**src/rtl/axis_wrr_sched_4_if.sv**
```systemverilog
// Handshake bundle between the weighted round-robin scheduler and its 4-input AXI-Stream mux.
// The slave modport is the scheduler; the master modport is whatever drives requests and the mux output.
interface axis_wrr_sched_4_if #(
  parameter int WEIGHT_WIDTH = 4
);
  logic [3:0]                  req;
  logic [4*WEIGHT_WIDTH-1:0]   weights;
  logic                        out_tvalid;
  logic                        out_tready;
  logic                        out_tlast;
  logic                        enable;
  logic [1:0]                  select;
  logic [3:0]                  grant;
  logic                        pkt_done;

  modport master (
    output req, weights, out_tvalid, out_tready, out_tlast,
    input  enable, select, grant, pkt_done
  );

  modport slave (
    input  req, weights, out_tvalid, out_tready, out_tlast,
    output enable, select, grant, pkt_done
  );
endinterface

```
**src/rtl/axis_wrr_sched_4.sv**
```systemverilog
// Packet-granular weighted round-robin scheduler for a 4-input AXI-Stream mux.
// Grants one whole packet at a time and spends one credit per packet on the granted port.
module axis_wrr_sched_4 #(
  parameter int WEIGHT_WIDTH = 4
) (
  input  logic                 clk,
  input  logic                 rst_n,
  axis_wrr_sched_4_if.slave    bus
);

  typedef enum logic {IDLE, ACTIVE} state_t;

  state_t                  state, state_nxt;
  logic                    enable_q, enable_nxt;
  logic [1:0]              select_q, select_nxt;
  logic [3:0]              grant_q, grant_nxt;
  logic                    pkt_done_q, pkt_done_nxt;
  logic [1:0]              last_port, last_port_nxt;
  logic [WEIGHT_WIDTH-1:0] credit     [4];
  logic [WEIGHT_WIDTH-1:0] credit_nxt [4];

  logic [3:0]              eligible;
  logic                    pick_found;
  logic [1:0]              pick_port;
  logic [1:0]              cand;
  logic                    tlast_beat;

  assign tlast_beat = bus.out_tvalid & bus.out_tready & bus.out_tlast;

  always_comb begin
    eligible = '0;
    for (int i = 0; i < 4; i++) begin
      eligible[i] = bus.req[i] && (credit[i] != '0);
    end
  end

  // Round-robin search starts just after the port that finished the previous packet.
  always_comb begin
    pick_found = 1'b0;
    pick_port  = last_port;
    cand       = '0;
    for (int k = 1; k <= 4; k++) begin
      cand = last_port + 2'(k);
      if (!pick_found && eligible[cand]) begin
        pick_found = 1'b1;
        pick_port  = cand;
      end
    end
  end

  always_comb begin
    state_nxt     = state;
    enable_nxt    = enable_q;
    select_nxt    = select_q;
    grant_nxt     = grant_q;
    pkt_done_nxt  = 1'b0;
    last_port_nxt = last_port;
    for (int i = 0; i < 4; i++) begin
      credit_nxt[i] = credit[i];
    end

    case (state)
      IDLE: begin
        if (bus.req != 4'b0000) begin
          if (!pick_found) begin
            // Requests exist but every requester is out of credit: start a new round.
            for (int i = 0; i < 4; i++) begin
              if (bus.weights[i*WEIGHT_WIDTH +: WEIGHT_WIDTH] == '0) begin
                credit_nxt[i] = WEIGHT_WIDTH'(1);
              end else begin
                credit_nxt[i] = bus.weights[i*WEIGHT_WIDTH +: WEIGHT_WIDTH];
              end
            end
          end else begin
            state_nxt  = ACTIVE;
            enable_nxt = 1'b1;
            select_nxt = pick_port;
            grant_nxt  = 4'b0001 << pick_port;
          end
        end
      end

      ACTIVE: begin
        if (tlast_beat) begin
          if (credit[select_q] != '0) begin
            credit_nxt[select_q] = credit[select_q] - WEIGHT_WIDTH'(1);
          end
          last_port_nxt = select_q;
          enable_nxt    = 1'b0;
          grant_nxt     = 4'b0000;
          pkt_done_nxt  = 1'b1;
          state_nxt     = IDLE;
        end
      end

      default: begin
        state_nxt  = IDLE;
        enable_nxt = 1'b0;
        grant_nxt  = 4'b0000;
      end
    endcase
  end

  always_ff @(posedge clk or negedge rst_n) begin
    if (!rst_n) begin
      state      <= IDLE;
      enable_q   <= 1'b0;
      select_q   <= 2'd0;
      grant_q    <= 4'b0000;
      pkt_done_q <= 1'b0;
      last_port  <= 2'd3;
      for (int i = 0; i < 4; i++) begin
        credit[i] <= '0;
      end
    end else begin
      state      <= state_nxt;
      enable_q   <= enable_nxt;
      select_q   <= select_nxt;
      grant_q    <= grant_nxt;
      pkt_done_q <= pkt_done_nxt;
      last_port  <= last_port_nxt;
      for (int i = 0; i < 4; i++) begin
        credit[i] <= credit_nxt[i];
      end
    end
  end

  assign bus.enable   = enable_q;
  assign bus.select   = select_q;
  assign bus.grant    = grant_q;
  assign bus.pkt_done = pkt_done_q;

  a_grant_onehot0: assert property (@(posedge clk) disable iff (!rst_n) $onehot0(grant_q));
  a_grant_enable:  assert property (@(posedge clk) disable iff (!rst_n) ((grant_q != 4'b0000) == enable_q));

endmodule

```
**src/flat_wrapper.sv**
```systemverilog
// flat-port wrapper written by rule: the top's interface ports become plain ports
module axis_wrr_sched_4_flat 
#(
  parameter int WEIGHT_WIDTH = 4
)
  (clk, rst_n, bus_req, bus_weights, bus_out_tvalid, bus_out_tready, bus_out_tlast, bus_enable, bus_select, bus_grant, bus_pkt_done);
  axis_wrr_sched_4_if #(.WEIGHT_WIDTH(WEIGHT_WIDTH)) bus_i ();
  input  logic clk;
  input  logic rst_n;
  input wire logic [$bits(bus_i.req)-1:0] bus_req;
  input wire logic [$bits(bus_i.weights)-1:0] bus_weights;
  input wire logic [$bits(bus_i.out_tvalid)-1:0] bus_out_tvalid;
  input wire logic [$bits(bus_i.out_tready)-1:0] bus_out_tready;
  input wire logic [$bits(bus_i.out_tlast)-1:0] bus_out_tlast;
  output wire logic [$bits(bus_i.enable)-1:0] bus_enable;
  output wire logic [$bits(bus_i.select)-1:0] bus_select;
  output wire logic [$bits(bus_i.grant)-1:0] bus_grant;
  output wire logic [$bits(bus_i.pkt_done)-1:0] bus_pkt_done;
  assign bus_i.req = bus_req;
  assign bus_i.weights = bus_weights;
  assign bus_i.out_tvalid = bus_out_tvalid;
  assign bus_i.out_tready = bus_out_tready;
  assign bus_i.out_tlast = bus_out_tlast;
  assign bus_enable = bus_i.enable;
  assign bus_select = bus_i.select;
  assign bus_grant = bus_i.grant;
  assign bus_pkt_done = bus_i.pkt_done;
  axis_wrr_sched_4 #(.WEIGHT_WIDTH(WEIGHT_WIDTH)) u_core (.clk(clk), .rst_n(rst_n), .bus(bus_i));
endmodule
```
**config.mk**
```make
export PLATFORM = sky130hd
export DESIGN_NAME = axis_wrr_sched_4_flat
export DESIGN_NICKNAME = d
export VERILOG_FILES = /design/src/rtl/axis_wrr_sched_4_if.sv /design/src/rtl/axis_wrr_sched_4.sv /design/src/flat_wrapper.sv
export SDC_FILE = /design/constraint.sdc
export NUM_CORES = 1
export LEC_CHECK = 0
export CAP_MARGIN = 5
export CORE_MARGIN = 2
export CORE_UTILIZATION = 35
export DETAILED_ROUTE_END_ITERATION = 10
export SLEW_MARGIN = 20
export SYNTH_ARGS = -nofsm -noshare
export SYNTH_HDL_FRONTEND = slang
export SYNTH_SLANG_ARGS = --single-unit
```
**constraint.sdc**
```tcl
create_clock -name clk -period 2.5 [get_ports clk]
set_input_delay 0.25 -clock clk [delete_from_list [all_inputs] [get_ports clk]]
set_output_delay 0.25 -clock clk [all_outputs]
set_load 0.02 [all_outputs]
```
### After elaboration in Yosys (flattened, before gate mapping)

Cells that the tools add are included.

| storage, ports and cells | value |
|---|---|
| flip-flop bits (word level) | 27 |
| bits in latches | 0 |
| bits in writable memories | 0 |
| memory bits (read-only) | 0 |
| input bits | 25 |
| output and inout port bits | 8 |
| word-level logic and storage cells | 100 |
| memories kept | 0 |

| cells by class | value |
|---|---|
| add/sub/neg operators | 4 |
| multipliers | 0 |
| divide/modulo/power cells | 0 |
| $lt $le $gt $ge | 6 |
| equality and inequality tests | 5 |
| shifts and indexed selects | 1 |
| multiplexer cells | 45 |
| bitwise logic cells | 4 |
| reductions and logical operators | 25 |

Operators by type and width:

| kind | number |
|---|---|
| 2-to-1 mux 16 bit | 4 |
| 2-to-1 mux 4 bit | 10 |
| case mux 16 bit (2 select lines) | 1 |
| nonzero test 4 bit | 6 |
| bitwise mux 16 bit | 1 |
| zero test 4 bit | 4 |
| 2-to-1 mux 1 bit | 16 |
| less-than comparator 2 x 3 -> 1 bit (second input constant) | 4 |
| binary-select mux 1 bit (select 2 bit) | 4 |
| binary-select mux 4 bit (select 2 bit) | 1 |
| demux 4 bit (select 2 bit) | 1 |
| logical AND 1 bit | 8 |
| 2-to-1 mux 2 bit | 4 |
| case mux 4 bit (2 select lines) | 1 |
| inequality test 2 bit (second input constant) | 3 |
| AND reduction 3 bit | 2 |
| adder 2 bit (second input constant) | 2 |
| inequality test 2 x 1 -> 1 bit (second input constant) | 2 |
| case mux 1 bit (2 select lines) | 2 |
| AND reduction 4 bit | 1 |
| << shifter 1 x 2 -> 4 bit (first input constant) | 1 |
| subtractor 4 x 1 -> 4 bit (second input constant) | 1 |
| >= comparator 3 bit (second input constant) | 1 |
| zero test 1 bit | 3 |
| 6 further kinds | 7 |

### Depth between registers and ports, before layout

Gate-level depths: netlist (run 1).

| depth | value |
|---|---|
| word-level depth | 18 |
| depth in mapped cells | 10 |
| gate-level depth less buffers | 8 |

### Worst setup path after synthesis (run 1)

OpenSTA, ideal clock, no wires.

| path | value |
|---|---|
| path type | flip-flop to flip-flop |
| from | register u_core.select_q[1], in the netlist u_core.bus.select[1] |
| to | register u_core.credit[0] in the netlist's numbering |
| setup time | 127 ps |
| arrival | 2,270 ps |
| required time | 2,373 ps |
| slack | 103 ps |
| stages on the path, launching flop included | 10 |
| path buffers | 1 |
| clock period less this slack | 2,397 ps |
| cells stage by stage | dfrtp_1 -> buf_2 -> mux4_2 -> inv_1 -> ha_1 -> nand2_1 -> nor3_1 -> a211oi_4 -> a21boi_4 -> a2bb2oi_2 |

| on the way | value |
|---|---|
| cells in the longest elaborated chain, start to end | 9 |
| elaborated cells between the ends (all ways) | 17 |
| classes of those cells | 1 x add/sub; 2 x order compare; 1 x eq/ne; 9 x mux; 1 x bitwise; 3 x reduce/logical |

RTL lines:

| what | RTL line | source |
|---|---|---|
| from (decl) | axis_wrr_sched_4.sv:15 | `logic [1:0] select_q, select_nxt;` |
| from (signal assigned) | axis_wrr_sched_4.sv:118 | `select_q <= select_nxt;` |
| inverter 2 -> 3 bit (implied by the code) * | axis_wrr_sched_4.sv:85, axis_wrr_sched_4.sv:86 |  |
| binary-select mux 4 bit (select 2 bit), or another cell as far along | axis_wrr_sched_4.sv:85, axis_wrr_sched_4.sv:86 |  |
| 2-to-1 mux 4 bit (implied by the code) / logical AND 1 bit (equally long branches) | axis_wrr_sched_4.sv:85, axis_wrr_sched_4.sv:86 |  |
| 2-to-1 mux 4 bit, on equally long branches | axis_wrr_sched_4.sv:85, axis_wrr_sched_4.sv:86 |  |
| subtractor 4 x 1 -> 4 bit / demux 4 bit (select 2 bit) (equally long branches) | axis_wrr_sched_4.sv:86 | `credit_nxt[select_q] = credit[select_q] - WEIGHT_WIDTH'(1);` |
| bitwise mux 16 bit | axis_wrr_sched_4.sv:86 |  |
| 2-to-1 mux 16 bit | axis_wrr_sched_4.sv:85 | `if (credit[select_q] != '0) begin` |
| 2-to-1 mux 16 bit | axis_wrr_sched_4.sv:84 | `if (tlast_beat) begin` |
| case mux 16 bit (2 select lines) | axis_wrr_sched_4.sv:62 | `case (state)` |
| to (signal, indexed assignment) | axis_wrr_sched_4.sv:123 | `credit[i] <= credit_nxt[i];` |
| to (decl) | axis_wrr_sched_4.sv:19 | `logic [WEIGHT_WIDTH-1:0] credit [4];` |

Every way passes the cells marked *; elsewhere a longest branch is shown, timed or not. The select of a mux whose other input is x is not followed.
A chain may end at the register's enable or synchronous reset.

### Final worst setup path (run 1)

| path | value |
|---|---|
| from | register u_core.select_q[1], in the netlist u_core.bus.select[1] |
| to | register u_core.credit[7] in the netlist's numbering |

Same word-level chain as after synthesis.

==> results of run 1 <==
[cell type report]
cell class                 instances  area share
multi-input combinational        124       0.443
sequential                        27       0.301
timing repair buffer              43       0.185
tap                               67      0.0373
clock buffer                       3      0.0184
inverter                           7      0.0117
clock inverter                     1     0.00334
[cells in the final DEF (no fill, tap or decap), types with 3 or more instances in the layout]
| cell type | synthesis | final |
|---|---|---|
| nand3_1 | 5 | 5 |
| nor3_1 | 9 | 8 |
| clkdlybuf4s50_1 | 0 | 32 |
| o22ai_1 | 7 | 7 |
| dfrtp_1 | 25 | 25 |
| a21oi_1 | 4 | 4 |
| a2bb2oi_2 | 7 | 7 |
| o21ai_0 | 5 | 5 |
| buf_4 | 0 | 10 |
| o21a_1 | 3 | 3 |
| o221ai_1 | 3 | 3 |
| inv_1 | 7 | 7 |
| mux4_2 | 4 | 4 |
| nand4_1 | 3 | 3 |
| o21ai_1 | 3 | 3 |
| nand2_1 | 17 | 17 |
| clkbuf_8 | 0 | 3 |
| nor2_1 | 10 | 10 |
| nand2b_1 | 4 | 4 |
| a21boi_4 | 3 | 3 |
| nor2b_1 | 3 | 3 |
[worst max-delay path, stage by stage, from the launching register on]
cell and delay, ns:
dfrtp_1 0.44, mux4_2 0.56, inv_1 0.08, ha_1 0.16
nand2_1 0.08, nor3_2 0.32, a211oi_4 0.08, buf_12 0.17
a21boi_4 0.16, o221ai_1 0.19
[path summary, 6_finish.rpt]
path                                             startpoint                         endpoint
max                        u_core.bus.select[1]$_DFFE_PN0P_     u_core.credit[7]$_DFFE_PN0P_
min                                                   rst_n    u_core.credit[15]$_DFFE_PN0P_
max reg2reg                u_core.bus.select[1]$_DFFE_PN0P_     u_core.credit[7]$_DFFE_PN0P_
min reg2reg                 u_core.last_port[0]$_DFFE_PN1P_  u_core.last_port[0]$_DFFE_PN1P_
max in group asynchronous                             rst_n  u_core.last_port[0]$_DFFE_PN1P_
min in group clk            u_core.last_port[0]$_DFFE_PN1P_  u_core.last_port[0]$_DFFE_PN1P_
[metrics by stage]
| step | worst slack [ns] | utilization | total power (W) |
|---|---|---|---|
| floorplan | 0.103 | - | 0.00166 |
| global placement | 0.183 | 0.462 | 0.00208 |
| detailed placement | 0.104 | 0.462 | 0.00210 |
| CTS | 0.0963 | 0.472 | 0.00237 |
| global route | 0.00371 | 0.473 | 0.00253 |
| finish | 0.155 | 0.473 | 0.00237 |
[what timing repair did]
| item | 4_1_cts | 5_1_grt |
|---|---|---|
| endpoints found under the setup margin | 0 | 4 |
| resized for setup | 0 | 1 |
| hold buffers | 0 | 0 |
[power breakdown]
part           switching (W)  internal, W
clock network       0.000146     0.000113
registers           0.000241     0.000612
logic               0.000639     0.000616
[routing by layer]
layer	vias to the layer above	GRT usage	wire, um
met5	-	0	0
met4	0	0.0476	40
met3	4	0.0257	207
met2	41	0.306	2200
met1	721	0.248	2200
li1	713	-	-
[sequential cells by signal, indices dropped and copies added (netlist names)]
name                 flops
u_core.bus.enable        1
u_core.bus.grant         4
u_core.bus.pkt_done      1
u_core.bus.select        2
u_core.credit           16
u_core.last_port         2
u_core.state             1
[logic make-up (layout without fill, tap and decap cells)]
kind of cell | Yosys count | count (layout)
DFF | 27 | 27
and+or+nand+nor | 62 | 62
buffers and inverters | 16 | 54
adders and majority gates | 1 | 1
AOI/OAI and AO/OA | 54 | 54
xor gates and xnor gates | 1 | 1
muxes | 6 | 6
==> results.cfg, run 1 <==
[setup_path]
r2r.worst_path.cells = 9
path_class = reg -> reg
cp_data_required_time_ns = 2.69
worstSetupEndpointType = register
worst-r2r-setup-slack_ns = 0.16
critical_path.startpoint_type = register
crit_arrival_ns = 2.54
crit_path_max_fanout = 18

[sta]
max-slew-margin-rel = 0.503
finalSetupViolCount = 0
totalNegativeSetupSlack_ns = 0
hold_ws_ns = 0.343
final-max-slew-violation-count = 0
min_period_over_period = 0.938
worst_clock_skew_ns = 0.00393
worst_pin_slew_ns = 0.744
rsz0062_at_grt = no
hold_viol = 0
achievable-frequency_ghz = 0.426
min_period_ns = 2.34

[finish]
num_antenna_cells = 0
design.final.nets = 232
syn2layout_area_growth_pct = 29.4
drive_above_1_share = 0.205
filler_cell_count = 475
stdcell_area_sq_um = 2250
final_cells = 272
area.sequential_sq_um = 678
multi_input_area_sq_um = 997

[placement]
globalplace.congestion = 0.871
placement.cell_area_sq_um = 2200
place.detailed.instances = 268
portBuffers = 32
post-dp-hpwl_um = 3440

[die]
core_sq_um = 4750
std_cell_rows = 25
die_y_um = 74.5
dieArea_sq_um = 5550
design.portCount = 33
start_util = 0.366
die_w_um = 74.5

[job]
drv_cap = 0

[yosys]
ys_seq_area_frac = 0.390
post_synth_num_cell_types = 49
post-synth-top-area-cell = dfrtp_1
syn_nets = 193
syn_inst = 167
postSynthRegisterBits = 27
yosys-top-cells-count = dfrtp_1 (25), nand2_1 (17), nor2_1 (10), nor3_1 (9)
synth-compound-area-share = 0.313
synthAdderAreaFrac = 0.00719
synth_top_family_by_area = compound AO/OA/AOI/OAI gates
netlist_area_sq_um = 1740
yosys.area_share.simple = 0.181
synth-xor-area-share = 0.00504
synth-main-ff-cell = dfrtp_1
post_synth_mux_area_share = 0.0640
synth_warnings = 0
synth_enable_flop_cells = 0
syn_avg_cell_area_sq_um = 10.4
synth_top_area_share = 0.360
synthTopCellsByArea = dfrtp_1 (36%), a2bb2oi_2 (6.0%), mux4_2 (5.2%)
post-synth-top-count-cell = dfrtp_1
async_reset_ff_frac = 1.00

[grt]
grt.total_usage = 0.182
grt-ovfl-total = 0
grt_pass1_wl_um = 7730
grt_antenna_before_repair = 0
vias_in_the_first_global_route = 1520
grt_start_max_net_pins = 32

[outcome]
run_status = completed

[cts]
number_of_h_tree_levels = 1
cts-buffers-inserted = 3
cts.sink_count = 27
clkTransAtPathRegs_ns = 0.10
cts_tree = done
post_cts_buffers = 0
cts-root-buf = clkbuf_8
ctsLongestPathBuffers = 2
insertion_delay_ns = 0.28

[drt]
route.detailed.wl_per_inst_um = 17.1
route.detailed.vias_per_inst = 5.44
route.antenna.remaining_nets = 0
post-route-drc-count = 0
wirelength_um = 4640
num_vias = 1479
detailedRoute.firstIterationViolations = 59
drt_first_pass_iters = 4

[hold_path]
hold_path_class = in -> async

[power]
worst_ir_drop_vdd_uv = 502
p_leak_nw = 0.875
power_density_nw_per_um2 = 1050
No activity file was read; power rests on OpenSTA's default activity.
==> run 2, diff against run 1 <==
Settings changed: SETUP_SLACK_MARGIN set to 0.2.
==> run 2 against run 1 <==
  * Sequential share of layout area decreased by 1.9 points
  * Maximum frequency up 3.3%
  * Largest cell class unchanged
  * Sequential power up 2.7%
  * Count of clock-buffer cells in the layout unchanged
==> results.cfg, run 2 (synthesis results as in run 1) <==
[outcome]
run_status = completed

[sta]
min_period_ns = 2.27
rsz0062_at_grt = yes
finalSetupViolCount = 0
final-max-slew-violation-count = 0
hold_viol = 0
worst_pin_slew_ns = 0.736
min_period_over_period = 0.908
worst_clock_skew_ns = 0.0125
max-slew-margin-rel = 0.508
totalNegativeSetupSlack_ns = 0
achievable-frequency_ghz = 0.440

[hold_path]
hold_path_class = in -> async

[job]
drv_cap = 0

[setup_path]
timing.rr.start = u_core.credit[1]$_DFFE_PN0P_
r2r.worst_path.cells = 10
cp_data_required_time_ns = 2.71
crit_path_max_fanout = 8
path_class = reg -> reg
worst-r2r-setup-slack_ns = 0.23
crit_arrival_ns = 2.48
worstSetupEndpointType = register
critical_path.startpoint_type = register
timing.critical_path.from = u_core.credit[1]$_DFFE_PN0P_

[cts]
cts-buffers-inserted = 3
cts-root-buf = clkbuf_8
cts_tree = done
clkTransAtPathRegs_ns = 0.11
insertion_delay_ns = 0.29
ctsLongestPathBuffers = 2
number_of_h_tree_levels = 1
cts.sink_count = 27

[placement]
globalplace.congestion = 0.965
placement.cell_area_sq_um = 2210
portBuffers = 32
post-dp-hpwl_um = 3790

[grt]
grt-busiest-layer = met2
vias_in_the_first_global_route = 1651
grt-ovfl-total = 0
grt_pass1_wl_um = 8370
met3_usage = 0.0312
globalRouteMet1Util = 0.261
grt_antenna_before_repair = 0
grt.total_usage = 0.199
grt_start_max_net_pins = 28
grt_util_met2 = 0.328

[power]
power_density_nw_per_um2 = 1090
total_power_w = 0.00265
worst_ir_drop_vdd_uv = 491
p_leak_nw = 0.953

[finish]
most-common-layout-cells = clkdlybuf4s50_1 (32), buf_4 (27), nand2_1 (16), dfrtp_1 (16), nor2_1 (10)
largest_register_ffs = 16
filler_cell_count = 443
drive_above_1_share = 0.333
stdcell_area_sq_um = 2440
area.sequential_sq_um = 689
design.final.nets = 249
syn2layout_area_growth_pct = 40.1
max_flop_register = u_core.credit
num_antenna_cells = 0
multi_input_area_sq_um = 1050
final_common_cell = clkdlybuf4s50_1

[die]
std_cell_rows = 25
dieArea_sq_um = 5550
core_sq_um = 4750
die_y_um = 74.5
die_w_um = 74.5
start_util = 0.366
design.portCount = 33

[drt]
num_vias = 1603
detailedRoute.firstIterationViolations = 72
wirelength_um = 5270
route.detailed.wl_per_inst_um = 18.2
drt_first_pass_iters = 5
route.antenna.remaining_nets = 0
post-route-drc-count = 0
route.detailed.vias_per_inst = 5.55
run 2: path summary, 6_finish.rpt:
| path | to |
|---|---|
| max | u_core.credit[9]$_DFFE_PN0P_ |
| min | u_core.credit[15]$_DFFE_PN0P_ |
| max reg2reg | u_core.credit[9]$_DFFE_PN0P_ |
| min reg2reg | u_core.bus.enable$_DFFE_PN0P_ |
| max in group asynchronous | u_core.last_port[1]$_DFFE_PN1P_ |
| min in group clk | u_core.bus.enable$_DFFE_PN0P_ |
run 2: power breakdown:
part | switching, W | internal, W
clock | 0.000160 | 0.000114
sequential | 0.000252 | 0.000624
combinational | 0.000736 | 0.000765
total | 0.00115 | 0.00150
run 2: timing repair:
action | CTS | global route
pin swaps | 1 | 7
hold buffers | 0 | 0
gates resized for setup | 3 | 18
buffers inserted | 2 | 12
endpoints found under the setup margin | 15 | 17
run 2: cell type report:
class,instances,share of cell area
clock buffer,3,0.0169
clock inverter,1,0.00308
inverter,7,0.0108
multi-input combinational,124,0.433
sequential,27,0.283
tap,67,0.0344
timing repair buffer,60,0.219
run 2: through the flow:
| step | hold slack (ns) | instances | utilization | setup WS [ns] |
|---|---|---|---|---|
| 6_report | 0.327 | 289 | 0.513 | 0.229 |
| 4_1_cts | 0.352 | 277 | 0.483 | 0.202 |
| 5_1_grt | 0.364 | 289 | 0.513 | 0.162 |
| 3_5_place_dp | 0.469 | 271 | 0.465 | 0.0557 |
| 2_1_floorplan | -0.0456 | 167 | - | 0.220 |
| 3_3_place_gp | 0.464 | 271 | 0.465 | 0.0562 |
run 2: critical path, cell delays in order (launching register included):
cell and delay [ns]:
dfrtp_1 0.45, mux4_2 0.52, inv_2 0.07, ha_2 0.17, nand2_2 0.07, nor3_4 0.22
a211oi_4 0.06, buf_6 0.15, buf_4 0.15, a31o_1 0.22, a21oi_2 0.11
run 2: routing by layer:
metal / routed length, um / vias to the layer above
li1: - / 746
met1: 2310 / 790
met2: 2600 / 56
met3: 274 / 11
met4: 80 / 0
met5: 0 / -
==> run 3, diff against run 2 <==
Settings changed: CORE_ASPECT_RATIO set to 1.1, SKIP_LAST_GASP set to 1.
==> run 3 against run 2 <==
  * Global-route usage decreased by 0.98 points
  * Non-clock buffer count decreased by 7
  * Die area about the same
  * Clock skew decreased by 0.0035 ns
  * Highest routed layer unchanged
  * Via count decreased by 2.8%
  * Maximum frequency increased by 0.42%
  * Register-to-register slack about the same
  * First-iteration DRC count increased by 19%
==> results.cfg, run 3 (synthesis results as in run 1) <==
[outcome]
run_status = completed

[grt]
grt-ovfl-total = 0
grt_pass1_wl_um = 8370
globalRouteMet1Util = 0.249
grt_start_max_net_pins = 28
grt_antenna_before_repair = 0
grt.total_usage = 0.189
grt_util_met2 = 0.313
grt-busiest-layer = met2
met3_usage = 0.0273
vias_in_the_first_global_route = 1727

[sta]
worst_clock_skew_ns = 0.00906
min_period_ns = 2.26
worst_pin_slew_ns = 0.792
totalNegativeSetupSlack_ns = 0
hold_viol = 0
finalSetupViolCount = 0
achievable-frequency_ghz = 0.442
max-slew-margin-rel = 0.471
final-max-slew-violation-count = 0
rsz0062_at_grt = no
min_period_over_period = 0.905

[setup_path]
critical_path.startpoint_type = register
timing.rr.start = u_core.credit[12]$_DFFE_PN0P_
timing.critical_path.from = u_core.credit[12]$_DFFE_PN0P_
path_class = reg -> reg
crit_path_max_fanout = 5
crit_arrival_ns = 2.47
cp_data_required_time_ns = 2.71
r2r.worst_path.cells = 10
worstSetupEndpointType = register

[power]
netSwitchingPower_w = 0.00112
p_clk_frac = 0.099
worst_ir_drop_vdd_uv = 522
design_internal_power_w = 0.00144
power.switching_fraction = 0.436
pwr-share-seq = 0.342
power_density_nw_per_um2 = 1080
total_power_w = 0.00256
p_leak_nw = 0.925
p_comb_frac = 0.559

[hold_path]
hold_path_class = in -> async

[die]
die_w_um = 71.2
core_sq_um = 4720
start_util = 0.369
dieArea_sq_um = 5550
design.portCount = 33
die_y_um = 77.9
std_cell_rows = 26

[drt]
drt_first_pass_iters = 4
num_vias = 1558
route.antenna.remaining_nets = 0
wirelength_um = 4990
route.detailed.wl_per_inst_um = 18.4
detailedRoute.firstIterationViolations = 86
post-route-drc-count = 0
route.detailed.vias_per_inst = 5.75

[finish]
final_common_cell = clkdlybuf4s50_1
final_cells = 271
drive_above_1_share = 0.293
filler_cell_count = 432
design.final.nets = 242
max_flop_register = u_core.credit
most-common-layout-cells = clkdlybuf4s50_1 (32), buf_4 (21), dfrtp_1 (19), nand2_1 (16), nor2_1 (10)
syn2layout_area_growth_pct = 35.8
num_antenna_cells = 0
largest_register_ffs = 16
stdcell_area_sq_um = 2360

[cts]
cts-root-buf = clkbuf_8
number_of_h_tree_levels = 1
cts.sink_count = 27
cts-buffers-inserted = 3
ctsLongestPathBuffers = 2
clkTransAtPathRegs_ns = 0.10
cts_tree = done
postCtsHoldBufs = 0
insertion_delay_ns = 0.27

[placement]
globalplace.congestion = 0.862
place.detailed.instances = 258
post-dp-hpwl_um = 3670
placement.cell_area_sq_um = 2180
portBuffers = 32

[job]
drv_cap = 0
run 3: layout make-up:
type,instances,area [sq um],share of cell area
tap,56,70.1,0.0297
sequential,27,686,0.290
clock buffer,4,45.0,0.0191
multi-input combinational,124,1060,0.447
timing repair buffer,53,478,0.202
inverter,7,26.3,0.0111
run 3: path summary, 6_finish.rpt:
| kind | to | slack (ns) |
|---|---|---|
| setup / recovery | u_core.credit[9]$_DFFE_PN0P_ | 0.24 |
| hold / removal | u_core.credit[11]$_DFFE_PN0P_ | 0.34 |
| setup reg to reg | u_core.credit[9]$_DFFE_PN0P_ | 0.24 |
| hold reg to reg | u_core.bus.enable$_DFFE_PN0P_ | 0.49 |
| max in group asynchronous | u_core.last_port[0]$_DFFE_PN1P_ | 1.85 |
| min in group clk | u_core.bus.enable$_DFFE_PN0P_ | 0.49 |
run 3: through the flow:
step | worst slack [ns] | hold slack [ns] | utilization
5_1_grt | 0.162 | 0.367 | 0.501
3_5_place_dp | 0.186 | 0.466 | 0.463
4_1_cts | 0.217 | 0.355 | 0.472
6_report | 0.239 | 0.341 | 0.501
2_1_floorplan | 0.220 | -0.0456 | -
3_3_place_gp | 0.243 | 0.465 | 0.463
run 3: routing by layer:
metal	wire [um]	vias up
met5	0	-
li1	-	731
met2	2530	42
met4	53	0
met1	2230	777
met3	186	8
run 3: power groups by stage:
| stage | Combinational (W) | Sequential, W | Clock (W) |
|---|---|---|---|
| 6_report | 0.00143 | 0.000874 | 0.000253 |
| 3_5_place_dp | 0.00125 | 0.000870 | 0 |
| 5_1_grt | 0.00155 | 0.000904 | 0.000282 |
| 3_3_place_gp | 0.00121 | 0.000858 | 0 |
| 2_1_floorplan | 0.000832 | 0.000839 | 0 |
| 4_1_cts | 0.00126 | 0.000863 | 0.000260 |
run 3: critical path, stage by stage, from the launching register on:
cell and delay (ns):
dfrtp_1 0.45, mux4_2 0.53, inv_2 0.10, ha_4 0.15
nand2_4 0.06, nor3_4 0.25, a211oi_4 0.05, buf_4 0.13
buf_4 0.14, a31o_1 0.19, a21oi_2 0.12
run 3: what timing repair did:
action	CTS	global route
setup endpoints to repair	3	16
pin swaps	2	6
gates resized for setup	0	17
setup buffers	0	9
